`src/rtl/counter_seq_pkg.sv`:
```
// Shared encodings for the counter sequencer and its display-facing bus.
package counter_seq_pkg;

   typedef enum logic [1:0] {
      ST_IDLE = 2'd0,
      ST_RUN  = 2'd1,
      ST_HOLD = 2'd2
   } state_t;

   localparam logic DIR_UP        = 1'b1;
   localparam logic DIR_DOWN      = 1'b0;
   localparam logic MODE_SINGLE   = 1'b0;
   localparam logic MODE_PINGPONG = 1'b1;

endpackage

```
`src/rtl/counter_sequencer_if.sv`:
```
// Command/program inputs and display-facing status of the counter sequencer.
interface counter_sequencer_if #(
   parameter int WIDTH = 4,
   parameter int LAPW  = 4
);
   logic             start;
   logic             pause;
   logic             stop;
   logic             mode;
   logic             dir;
   logic [WIDTH-1:0] lo;
   logic [WIDTH-1:0] hi;
   logic [LAPW-1:0]  laps;
   logic [WIDTH-1:0] count;
   logic             up_down;
   logic             busy;
   logic             done;
   logic             err;

   // Command source / display consumer side.
   modport master (
      output start, pause, stop, mode, dir, lo, hi, laps,
      input  count, up_down, busy, done, err
   );

   // Sequencer side.
   modport slave (
      input  start, pause, stop, mode, dir, lo, hi, laps,
      output count, up_down, busy, done, err
   );
endinterface

```
`src/rtl/updown_counter_en.sv`:
```
// Loadable up/down counter; load has priority over a count step.
module updown_counter_en #(
   parameter int WIDTH = 4
) (
   input  logic             clock_div,
   input  logic             reset,
   input  logic             load,
   input  logic [WIDTH-1:0] load_val,
   input  logic             en,
   input  logic             up_down,
   output logic [WIDTH-1:0] count
);

   // Load a new value, or step one place in the requested direction.
   always_ff @(posedge clock_div or negedge reset) begin
      if (!reset)
         count <= '0;
      else if (load)
         count <= load_val;
      else if (en)
         count <= up_down ? count + 1'b1 : count - 1'b1;
   end

endmodule

```
`src/rtl/counter_sequencer.sv`:
```
// Sequencer: latches a [lo, hi] window at start and drives the counter
// through it as a single sweep or a bounded/unbounded ping-pong.
module counter_sequencer
   import counter_seq_pkg::*;
#(
   parameter int WIDTH = 4,
   parameter int LAPW  = 4
) (
   input logic                 clock_div,
   input logic                 reset,
   counter_sequencer_if.slave  bus
);

   state_t           state;
   logic [WIDTH-1:0] lo_q, hi_q;
   logic             mode_q;
   logic [LAPW-1:0]  laps_q, lap_q;
   logic             dir_q, busy_q, done_q, err_q;
   logic [WIDTH-1:0] count;

   logic             at_end, run_go, finish, start_ok;
   logic [LAPW-1:0]  lap_nxt;
   logic             cnt_load, cnt_en, cnt_dir;
   logic [WIDTH-1:0] cnt_val;

   // An arrival is the endpoint of the current direction; a ping-pong run
   // finishes when the arrival count reaches a non-zero lap limit.
   assign at_end   = (dir_q == DIR_UP) ? (count == hi_q) : (count == lo_q);
   assign lap_nxt  = lap_q + 1'b1;
   assign run_go   = (state == ST_RUN) && !bus.stop && !bus.pause;
   assign finish   = run_go && at_end &&
                     ((mode_q == MODE_SINGLE) || ((laps_q != '0) && (lap_nxt == laps_q)));
   assign start_ok = (state == ST_IDLE) && bus.start && (bus.lo < bus.hi);

   // Reversal steps in the new direction on the same edge, so the count
   // never dwells on an endpoint.
   assign cnt_load = start_ok;
   assign cnt_val  = (bus.dir == DIR_UP) ? bus.lo : bus.hi;
   assign cnt_en   = run_go && !finish;
   assign cnt_dir  = at_end ? ~dir_q : dir_q;

   updown_counter_en #(.WIDTH(WIDTH)) u_cnt (
      .clock_div (clock_div),
      .reset     (reset),
      .load      (cnt_load),
      .load_val  (cnt_val),
      .en        (cnt_en),
      .up_down   (cnt_dir),
      .count     (count)
   );

   // Control FSM with latched program, lap counter and registered status.
   always_ff @(posedge clock_div or negedge reset) begin
      if (!reset) begin
         state  <= ST_IDLE;
         lo_q   <= '0;
         hi_q   <= '0;
         mode_q <= MODE_SINGLE;
         laps_q <= '0;
         lap_q  <= '0;
         dir_q  <= DIR_UP;
         busy_q <= 1'b0;
         done_q <= 1'b0;
         err_q  <= 1'b0;
      end else begin
         done_q <= 1'b0;
         err_q  <= 1'b0;
         case (state)
            ST_IDLE: begin
               if (start_ok) begin
                  lo_q   <= bus.lo;
                  hi_q   <= bus.hi;
                  mode_q <= bus.mode;
                  laps_q <= bus.laps;
                  lap_q  <= '0;
                  dir_q  <= bus.dir;
                  busy_q <= 1'b1;
                  state  <= ST_RUN;
               end else if (bus.start) begin
                  err_q <= 1'b1;
               end
            end
            ST_RUN: begin
               if (bus.stop) begin
                  state  <= ST_IDLE;
                  busy_q <= 1'b0;
               end else if (bus.pause) begin
                  state <= ST_HOLD;
               end else if (finish) begin
                  state  <= ST_IDLE;
                  busy_q <= 1'b0;
                  done_q <= 1'b1;
               end else if (at_end) begin
                  // Only ping-pong gets here: single mode always finishes.
                  lap_q <= lap_nxt;
                  dir_q <= ~dir_q;
               end
            end
            ST_HOLD: begin
               if (bus.stop) begin
                  state  <= ST_IDLE;
                  busy_q <= 1'b0;
               end else if (bus.pause) begin
                  state <= ST_RUN;
               end
            end
            default: begin
               state  <= ST_IDLE;
               busy_q <= 1'b0;
            end
         endcase
      end
   end

   assign bus.count   = count;
   assign bus.up_down = dir_q;
   assign bus.busy    = busy_q;
   assign bus.done    = done_q;
   assign bus.err     = err_q;

endmodule

```
`src/flat_wrapper.sv`:
```
// flat-port wrapper written by rule: the top's interface ports become plain ports
module counter_sequencer_flat import counter_seq_pkg::*;
#(
   parameter int WIDTH = 4,
   parameter int LAPW  = 4
)
  (clock_div, reset, bus_start, bus_pause, bus_stop, bus_mode, bus_dir, bus_lo, bus_hi, bus_laps, bus_count, bus_up_down, bus_busy, bus_done, bus_err);
  counter_sequencer_if #(.WIDTH(WIDTH), .LAPW(LAPW)) bus_i ();
  input logic clock_div;
  input logic reset;
  input wire logic [$bits(bus_i.start)-1:0] bus_start;
  input wire logic [$bits(bus_i.pause)-1:0] bus_pause;
  input wire logic [$bits(bus_i.stop)-1:0] bus_stop;
  input wire logic [$bits(bus_i.mode)-1:0] bus_mode;
  input wire logic [$bits(bus_i.dir)-1:0] bus_dir;
  input wire logic [$bits(bus_i.lo)-1:0] bus_lo;
  input wire logic [$bits(bus_i.hi)-1:0] bus_hi;
  input wire logic [$bits(bus_i.laps)-1:0] bus_laps;
  output wire logic [$bits(bus_i.count)-1:0] bus_count;
  output wire logic [$bits(bus_i.up_down)-1:0] bus_up_down;
  output wire logic [$bits(bus_i.busy)-1:0] bus_busy;
  output wire logic [$bits(bus_i.done)-1:0] bus_done;
  output wire logic [$bits(bus_i.err)-1:0] bus_err;
  assign bus_i.start = bus_start;
  assign bus_i.pause = bus_pause;
  assign bus_i.stop = bus_stop;
  assign bus_i.mode = bus_mode;
  assign bus_i.dir = bus_dir;
  assign bus_i.lo = bus_lo;
  assign bus_i.hi = bus_hi;
  assign bus_i.laps = bus_laps;
  assign bus_count = bus_i.count;
  assign bus_up_down = bus_i.up_down;
  assign bus_busy = bus_i.busy;
  assign bus_done = bus_i.done;
  assign bus_err = bus_i.err;
  counter_sequencer #(.WIDTH(WIDTH), .LAPW(LAPW)) u_core (.clock_div(clock_div), .reset(reset), .bus(bus_i));
endmodule
```
`config.mk`:
```
export PLATFORM = sky130hd
export DESIGN_NAME = counter_sequencer_flat
export DESIGN_NICKNAME = d
export VERILOG_FILES = /design/src/rtl/counter_seq_pkg.sv /design/src/rtl/counter_sequencer_if.sv /design/src/rtl/updown_counter_en.sv /design/src/rtl/counter_sequencer.sv /design/src/flat_wrapper.sv
export SDC_FILE = /design/constraint.sdc
export NUM_CORES = 1
export LEC_CHECK = 0
export CAP_MARGIN = 5
export CELL_PAD_IN_SITES_DETAIL_PLACEMENT = 0
export CELL_PAD_IN_SITES_GLOBAL_PLACEMENT = 1
export CORE_MARGIN = 5
export CORE_UTILIZATION = 44
export DETAILED_ROUTE_END_ITERATION = 8
export GPL_TIMING_DRIVEN = 0
export PLACE_DENSITY = 0.95
export SLEW_MARGIN = 20
export SYNTH_ARGS = -nofsm -noshare
export SYNTH_HDL_FRONTEND = slang
export SYNTH_SLANG_ARGS = --single-unit
```
`constraint.sdc`:
```
create_clock -name clock_div -period 5.3 [get_ports clock_div]
set_input_delay 1.06 -clock clock_div [delete_from_list [all_inputs] [get_ports clock_div]]
set_output_delay 1.06 -clock clock_div [all_outputs]
set_load 0.03 [all_outputs]
```
==> out/qor.csv, run 1 <==
stage,metric,value,unit
power,VDD IR max,176,uV
layout,most frequent cells in the layout,"dfrtp_1, clkdlybuf4s50_1, mux2_2",
setup_path,CP Capture Type,flip-flop,
layout,share of cells above drive strength 1,14.2,%
floorplan,Initial Utilization,44.8,%
power,P_sw,0.358,mW
global_route,initial antenna violation count,0,
sta,Worst Skew,0.00233,ns
drt,average vias per placed instance,5.22,
sta,fin. max-slew vios,0,
drt,drt first pass iters,4,
setup_path,R2R cell count,13,
clock_tree,maximum root-to-sink buffer count,2,
floorplan,row cnt,22,
synth,"Net Count, Synth",180,
clock_tree,total CTS buffers,3,
synth,top_reg_cell synth,dfrtp_1,
synth,"EDFF count, synth",0,
synth,Avg Inst Size Synth,10.6,sq um
drt,DRC violations left,0,
clock_tree,post-cts sizing count,0,
clock_tree,CTS sink count,27,
synth,"Seq/Total Area, Yosys",41.6,%
power,switching share of total power,39.1,%
clock_tree,clk_lat worst skew,0.27,ns
synth,Syn Inst Count,154,
layout,area of the multi-input gates,896,sq um
drt,Detailed Route Iter0 Violations,51,
synth,Post-Syn Area,1630,sq um
floorplan,Core Footprint,3630,sq um
place,Final GP Congestion,0.819,
sta,setup tns final,0,ns
sta,final hold vios,0,
sta,fin crit period,3.69,ns
layout,flip-flop and latch area,677,sq um
layout,area grow syn2layout,21.5,%
clock_tree,TritonCTS clock tree,done,
drt,Wirelength per Cell,14.2,um
floorplan,I/O Pins,27,
place,dpl hpwl,2640,um
outcome,outcome,"finished, final reports clean",
layout,Finished Layout Cells,231,
global_route,global-route wire length before repair,5650,um
synth,post-synth cell types,40,
sta,RSZ-0062 raised after global routing,false,
setup_path,R2R Setup Slk,1.97,ns
power,Sequential Power Share,35.5,%
sta,Fmax,271,MHz
setup_path,WP data required,5.46,ns
floorplan,Die Area,5020,sq um
hold_path,worst hold endpoint,u_core.hi_q[0],
power,cell-internal power,0.557,mW
global_route,GRT Residual Overflow,0,
layout,fin nets,210,
sta,Slew @ Worst Pin,0.710,ns
drt,post-route ant nets,0,
clock_tree,Post-CTS Setup Bufs,0,
layout,diode count,0,
hold_path,Hold Path Class,flip-flop to flip-flop,
power,power per cell area,462,nW/um^2
layout,FILL cells,358,
power,Logic pwr share,51.5,%
setup_path,worst setup path class,input port to flip-flop,
setup_path,startpoint types,input port,
clock_tree,Worst-path clk slew,0.09,ns
clock_tree,hold buffers post-CTS,0,
global_route,pin count of the biggest net entering global routing,28,
sta,Final WS setup,1.61,ns
layout,"commonest non-fill, non-tap cell in the layout",dfrtp_1,
hold_path,Hold Path Stages,1,
drt,Vias,1206,
floorplan,Die W,70.8,um
floorplan,Die H,70.8,um
setup_path,Worst R2R End,u_core.u_cnt.count[3],
sta,final setup violation count,0,
hold_path,hold_sp,u_core.hi_q[0],
synth,Ys Warns,0,
setup_path,critical path arrival,3.85,ns
setup_path,"Max FO, Critical Path",10,
global_route,GRT Resource Usage Total,13.9,%
synth,Synth async-reset ratio,100,%
drt,Routed Wire Length,3290,um
power,Clock power frac,13.0,%
place,pre-CTS WS,1.27,ns
setup_path,Worst R2R Start,u_core.bus.up_down,
clock_tree,Root Driver,clkbuf_8,
sta,fin crit share,69.6,%
job,Max Cap Viol,0,
place,Post-Place Cells,227,
clock_tree,H-tree Lvls,1,
global_route,vias in the first global route,1306,
sta,normalized max-slew margin,52.3,%
synth,Yosys reg bits,27,
power,Leakage,0.870,nW
place,# port buffers,25,
[cell type report]
cell class | instances | area share (%)
repair buffers | 25 | 12.4
multi-input cells | 114 | 45.3
inverters | 7 | 1.33
plain buffers | 6 | 1.52
clock buffers | 4 | 2.28
well taps | 48 | 3.03
flip-flops and latches | 27 | 34.2
[sequential cells by signal, indices dropped and copies added, names as in the netlist]
name                cells
u_core.hi_q             4
u_core.lap_q            4
u_core.laps_q           4
u_core.lo_q             4
u_core.u_cnt.count      4
u_core.state            2
u_core.bus.busy         1
u_core.bus.done         1
u_core.bus.err          1
u_core.bus.up_down      1
u_core.mode_q           1
[routing by layer]
metal / wire length [um] / track usage, % / vias up
met5: 0 / 0 / -
met4: 34 / 4.38 / 0
met3: 122 / 2.27 / 4
met2: 1610 / 24.5 / 23
met1: 1520 / 17.2 / 577
li1: - / - / 602
[per-stage QoR]
step | utilization, % | hold slack, ns | area, sq um | power [mW]
floorplan | - | 0.480 | 1630 | 0.677
global placement | 53.4 | 0.491 | 1940 | 0.792
detailed placement | 53.2 | 0.504 | 1930 | 0.806
CTS | 54.5 | 0.525 | 1980 | 0.924
global route | 54.5 | 0.543 | 1980 | 0.982
finish | 54.5 | 0.522 | 1980 | 0.915
[critical path: stages]
cell and delay [ns]:
clkdlybuf4s50_1 0.48, inv_1 0.06, ha_1 0.29, a211oi_1 0.30, nor2_1 0.11, nor3_1 0.60, clkbuf_1 0.54, mux2_2 0.40
[power by group through the flow]
stage / clock network (mW) / registers [mW] / logic, mW
final: 0.119 / 0.324 / 0.471
after global routing: 0.126 / 0.334 / 0.522
after CTS: 0.120 / 0.325 / 0.479
after detailed placement: 0 / 0.330 / 0.476
after global placement: 0 / 0.323 / 0.469
after floorplan: 0 / 0.357 / 0.320
[cell usage after synthesis, types with 2 or more instances]
cell type   n  area share, %
o21ai_0     6            1.8
dfrtp_1    26             40
o211a_1     2            1.2
nand3_1     2           0.61
nor2_1     13            3.0
o21bai_1    2           0.92
xor2_1      2            1.1
nor3_1      2           0.61
o211ai_1    2           0.92
nand2_1    11            2.5
nand2b_1    3            1.2
inv_1       7            1.6
ha_1        6            4.6
o21a_1      2           0.92
mux2_2     14            9.7
mux2i_1     8            4.9
a21oi_1     7            2.2
xnor2_1    11            5.9
nand4b_1    2            1.1
nor2b_1     3            1.2
clkbuf_1    4           0.92
[kinds of logic (layout without fill, tap and decap cells)]
kind of cell	count (synthesis)	in the layout	synth area share, %
xor+xnor	14	14	8.37
compound gates	30	30	12.9
fa+ha+maj	7	7	5.84
buf+inv	13	42	3.46
mux	22	22	14.6
flops	27	27	41.6
simple gates	41	41	13.3
[worst max-delay path by stage]
stage,cells after the start,to,startpoint
3_5_place_dp,8,u_core.lo_q[2],bus_hi[1]
6_report,8,u_core.lo_q[2],bus_hi[1]
3_3_place_gp,8,u_core.laps_q[2],bus_hi[1]
5_1_grt,8,u_core.laps_q[1],bus_hi[1]
2_1_floorplan,13,u_core.u_cnt.count[3],u_core.bus.up_down
4_1_cts,8,u_core.lo_q[2],bus_hi[1]
(Power assumes the default switching activity.)
==> inputs of run 2 (changes only) <==
Settings changed: CORE_UTILIZATION 44 to 41, PLACE_DENSITY 0.95 to 0.9.
Clock period 5.3 ns to 3.5 ns, I/O delays scaled along.
==> out/qor.csv, run 2 (synthesis results as in run 1) <==
stage,metric,value,unit,change
power,P_sw,0.563,mW,was 0.358 mW
clock_tree,CTS sink count,27,,unchanged
place,# port buffers,25,,unchanged
floorplan,Die H,73.0,um,was 70.8 um
setup_path,startpoint types,flip-flop,,was input port
global_route,pin count of the biggest net entering global routing,28,,unchanged
sta,fin crit share,92.2,%,
global_route,GRT Resource Usage Total,15.1,%,was 13.9%
sta,Fmax,310,MHz,
power,cell-internal power,0.859,mW,was 0.557 mW
layout,most frequent cells in the layout,"dfrtp_1, clkdlybuf4s50_1, mux2_2",,unchanged
place,pre-CTS WS,-0.121,ns,was 1.27 ns
job,Max Cap Viol,0,,unchanged
layout,Finished Layout Cells,235,,was 231
place,area post-placement,1940,sq um,was 1930 sq um
power,switching share of total power,39.6,%,was 39.1%
power,"Power, Total",1.42,mW,was 0.915 mW
drt,drt first pass iters,4,,unchanged
floorplan,Core Footprint,3910,sq um,was 3630 sq um
power,power per cell area,710,nW/um^2,was 462 nW/um^2
sta,Slew @ Worst Pin,0.616,ns,was 0.710 ns
floorplan,row cnt,23,,was 22
global_route,GRT Residual Overflow,0,,unchanged
setup_path,CP max stage delay,0.55,ns,was 0.60 ns
outcome,outcome,"finished, final reports clean",,unchanged
floorplan,Die Area,5330,sq um,was 5020 sq um
layout,area grow syn2layout,23.0,%,was 21.5%
power,Leakage,0.886,nW,was 0.870 nW
setup_path,most frequent CP cell,xnor2_1,,
global_route,global-route wire length before repair,6160,um,was 5650 um
setup_path,crit-path cells,"buf_6, mux2i_1, xnor2_1, nor4_4, xor2_1, inv_1, ha_1, a21o_1, a21oi_1, xnor3_1, a211oi_2, xnor2_1, o21ai_2",,"was clkdlybuf4s50_1, inv_1, ha_1, a211oi_1, nor2_1, nor3_1, clkbuf_1, mux2_2"
setup_path,WP data required,3.66,ns,was 5.46 ns
layout,share of cells above drive strength 1,16.2,%,was 14.2%
layout,diode count,0,,unchanged
setup_path,worst setup path class,flip-flop to flip-flop,,was input port to flip-flop
clock_tree,total CTS buffers,3,,unchanged
power,Logic pwr share,52.6,%,was 51.5%
sta,normalized max-slew margin,58.9,%,was 52.3%
clock_tree,Root Driver,clkbuf_8,,unchanged
place,dpl hpwl,2790,um,was 2640 um
drt,Routed Wire Length,3650,um,was 3290 um
floorplan,Initial Utilization,41.6,%,was 44.8%
sta,RSZ-0062 raised after global routing,false,,unchanged
power,VDD IR max,565,uV,was 176 uV
clock_tree,maximum root-to-sink buffer count,2,,unchanged
sta,fin. max-slew vios,0,,unchanged
drt,average vias per placed instance,5.29,,was 5.22
global_route,vias in the first global route,1344,,was 1306
sta,final hold slack,0.425,ns,was 0.522 ns
clock_tree,H-tree Lvls,1,,unchanged
floorplan,Die W,73.0,um,was 70.8 um
setup_path,critical path arrival,3.38,ns,was 3.85 ns
setup_path,Crit-path slowest cell,dfstp_2,,was nor3_1
setup_path,"Max FO, Critical Path",8,,was 10
drt,Vias,1244,,was 1206
drt,DRC violations left,0,,unchanged
sta,fin crit period,3.23,ns,
sta,final setup violation count,0,,unchanged
sta,setup tns final,0,ns,unchanged
sta,final hold vios,0,,unchanged
sta,Final WS setup,0.273,ns,was 1.61 ns
drt,Wirelength per Cell,15.5,um,was 14.2 um
place,Final GP Congestion,0.819,,about the same
power,Sequential Power Share,34.6,%,was 35.5%
layout,"commonest non-fill, non-tap cell in the layout",dfrtp_1,,unchanged
power,Clock power frac,12.8,%,was 13.0%
drt,post-route ant nets,0,,unchanged
layout,final core utilization,51.2,%,was 54.5%
floorplan,I/O Pins,27,,unchanged
clock_tree,clk_lat worst skew,0.28,ns,was 0.27 ns
drt,Detailed Route Iter0 Violations,55,,was 51
sta,Worst Skew,0.00297,ns,was 0.00233 ns
layout,final instance area,2000,sq um,was 1980 sq um
clock_tree,TritonCTS clock tree,done,,unchanged
setup_path,CP Capture Type,flip-flop,,unchanged
hold_path,Hold Path Class,input port to async pin,,was flip-flop to flip-flop
layout,fin nets,212,,was 210
global_route,initial antenna violation count,0,,unchanged
clock_tree,Worst-path clk slew,0.10,ns,was 0.09 ns
place,Post-Place Cells,229,,was 227
[run 2: timing repair]
action / in CTS / in global routing
hold buffers: 0 / 0
endpoints found under the setup margin: 0 / 11
buffers inserted: 0 / 2
gates resized for setup: 0 / 1
[run 2: power groups by stage]
stage	Sequential [mW]	Combinational, mW	Clock [mW]
after floorplan	0.541	0.484	0
after global placement	0.491	0.707	0
after detailed placement	0.499	0.731	0
after CTS	0.492	0.738	0.189
after global routing	0.505	0.815	0.204
final	0.491	0.748	0.182
[run 2: critical path: cells and delay by family, from the launching register on]
| family | cells | cell delay, ns |
|---|---|---|
| and+or+nand+nor | 1 | 0.36 |
| adders and majority gates | 1 | 0.28 |
| muxes | 1 | 0.28 |
| AOI/OAI and AO/OA | 4 | 0.59 |
| xor gates and xnor gates | 4 | 0.81 |
| DFF | 1 | 0.55 |
| buffers and inverters | 2 | 0.25 |
[run 2: layer usage]
metal / global-route usage, % / wire length, um
met1: 17.9 / 1580
met2: 27.1 / 1850
met3: 3.72 / 164
met4: 3.89 / 59
met5: 0 / 0
[run 2: cell type report]
type                       instances  area, sq um
fill                             380         1910
multi-input combinational        114          901
sequential                        27          677
timing repair buffer              27          260
tap                               50         62.6
clock buffer                       3         41.3
buffer                             6         30.0
inverter                           7         26.3
clock inverter                     1         5.00
[run 2: path summary, 6_finish.rpt]
kind | startpoint | to | slack (ns) | cells past startpoint
min in group clock_div | u_core.hi_q[3] | u_core.hi_q[3] | 0.52 | 1
worst min register to register | u_core.hi_q[3] | u_core.hi_q[3] | 0.52 | 1
worst max register to register | u_core.bus.up_down | u_core.u_cnt.count[3] | 0.27 | 13
worst min-delay path | reset | u_core.state[1] | 0.42 | 1
max in group asynchronous | reset | u_core.lap_q[2] | 2.68 | 1
worst max-delay path | u_core.bus.up_down | u_core.u_cnt.count[3] | 0.27 | 13
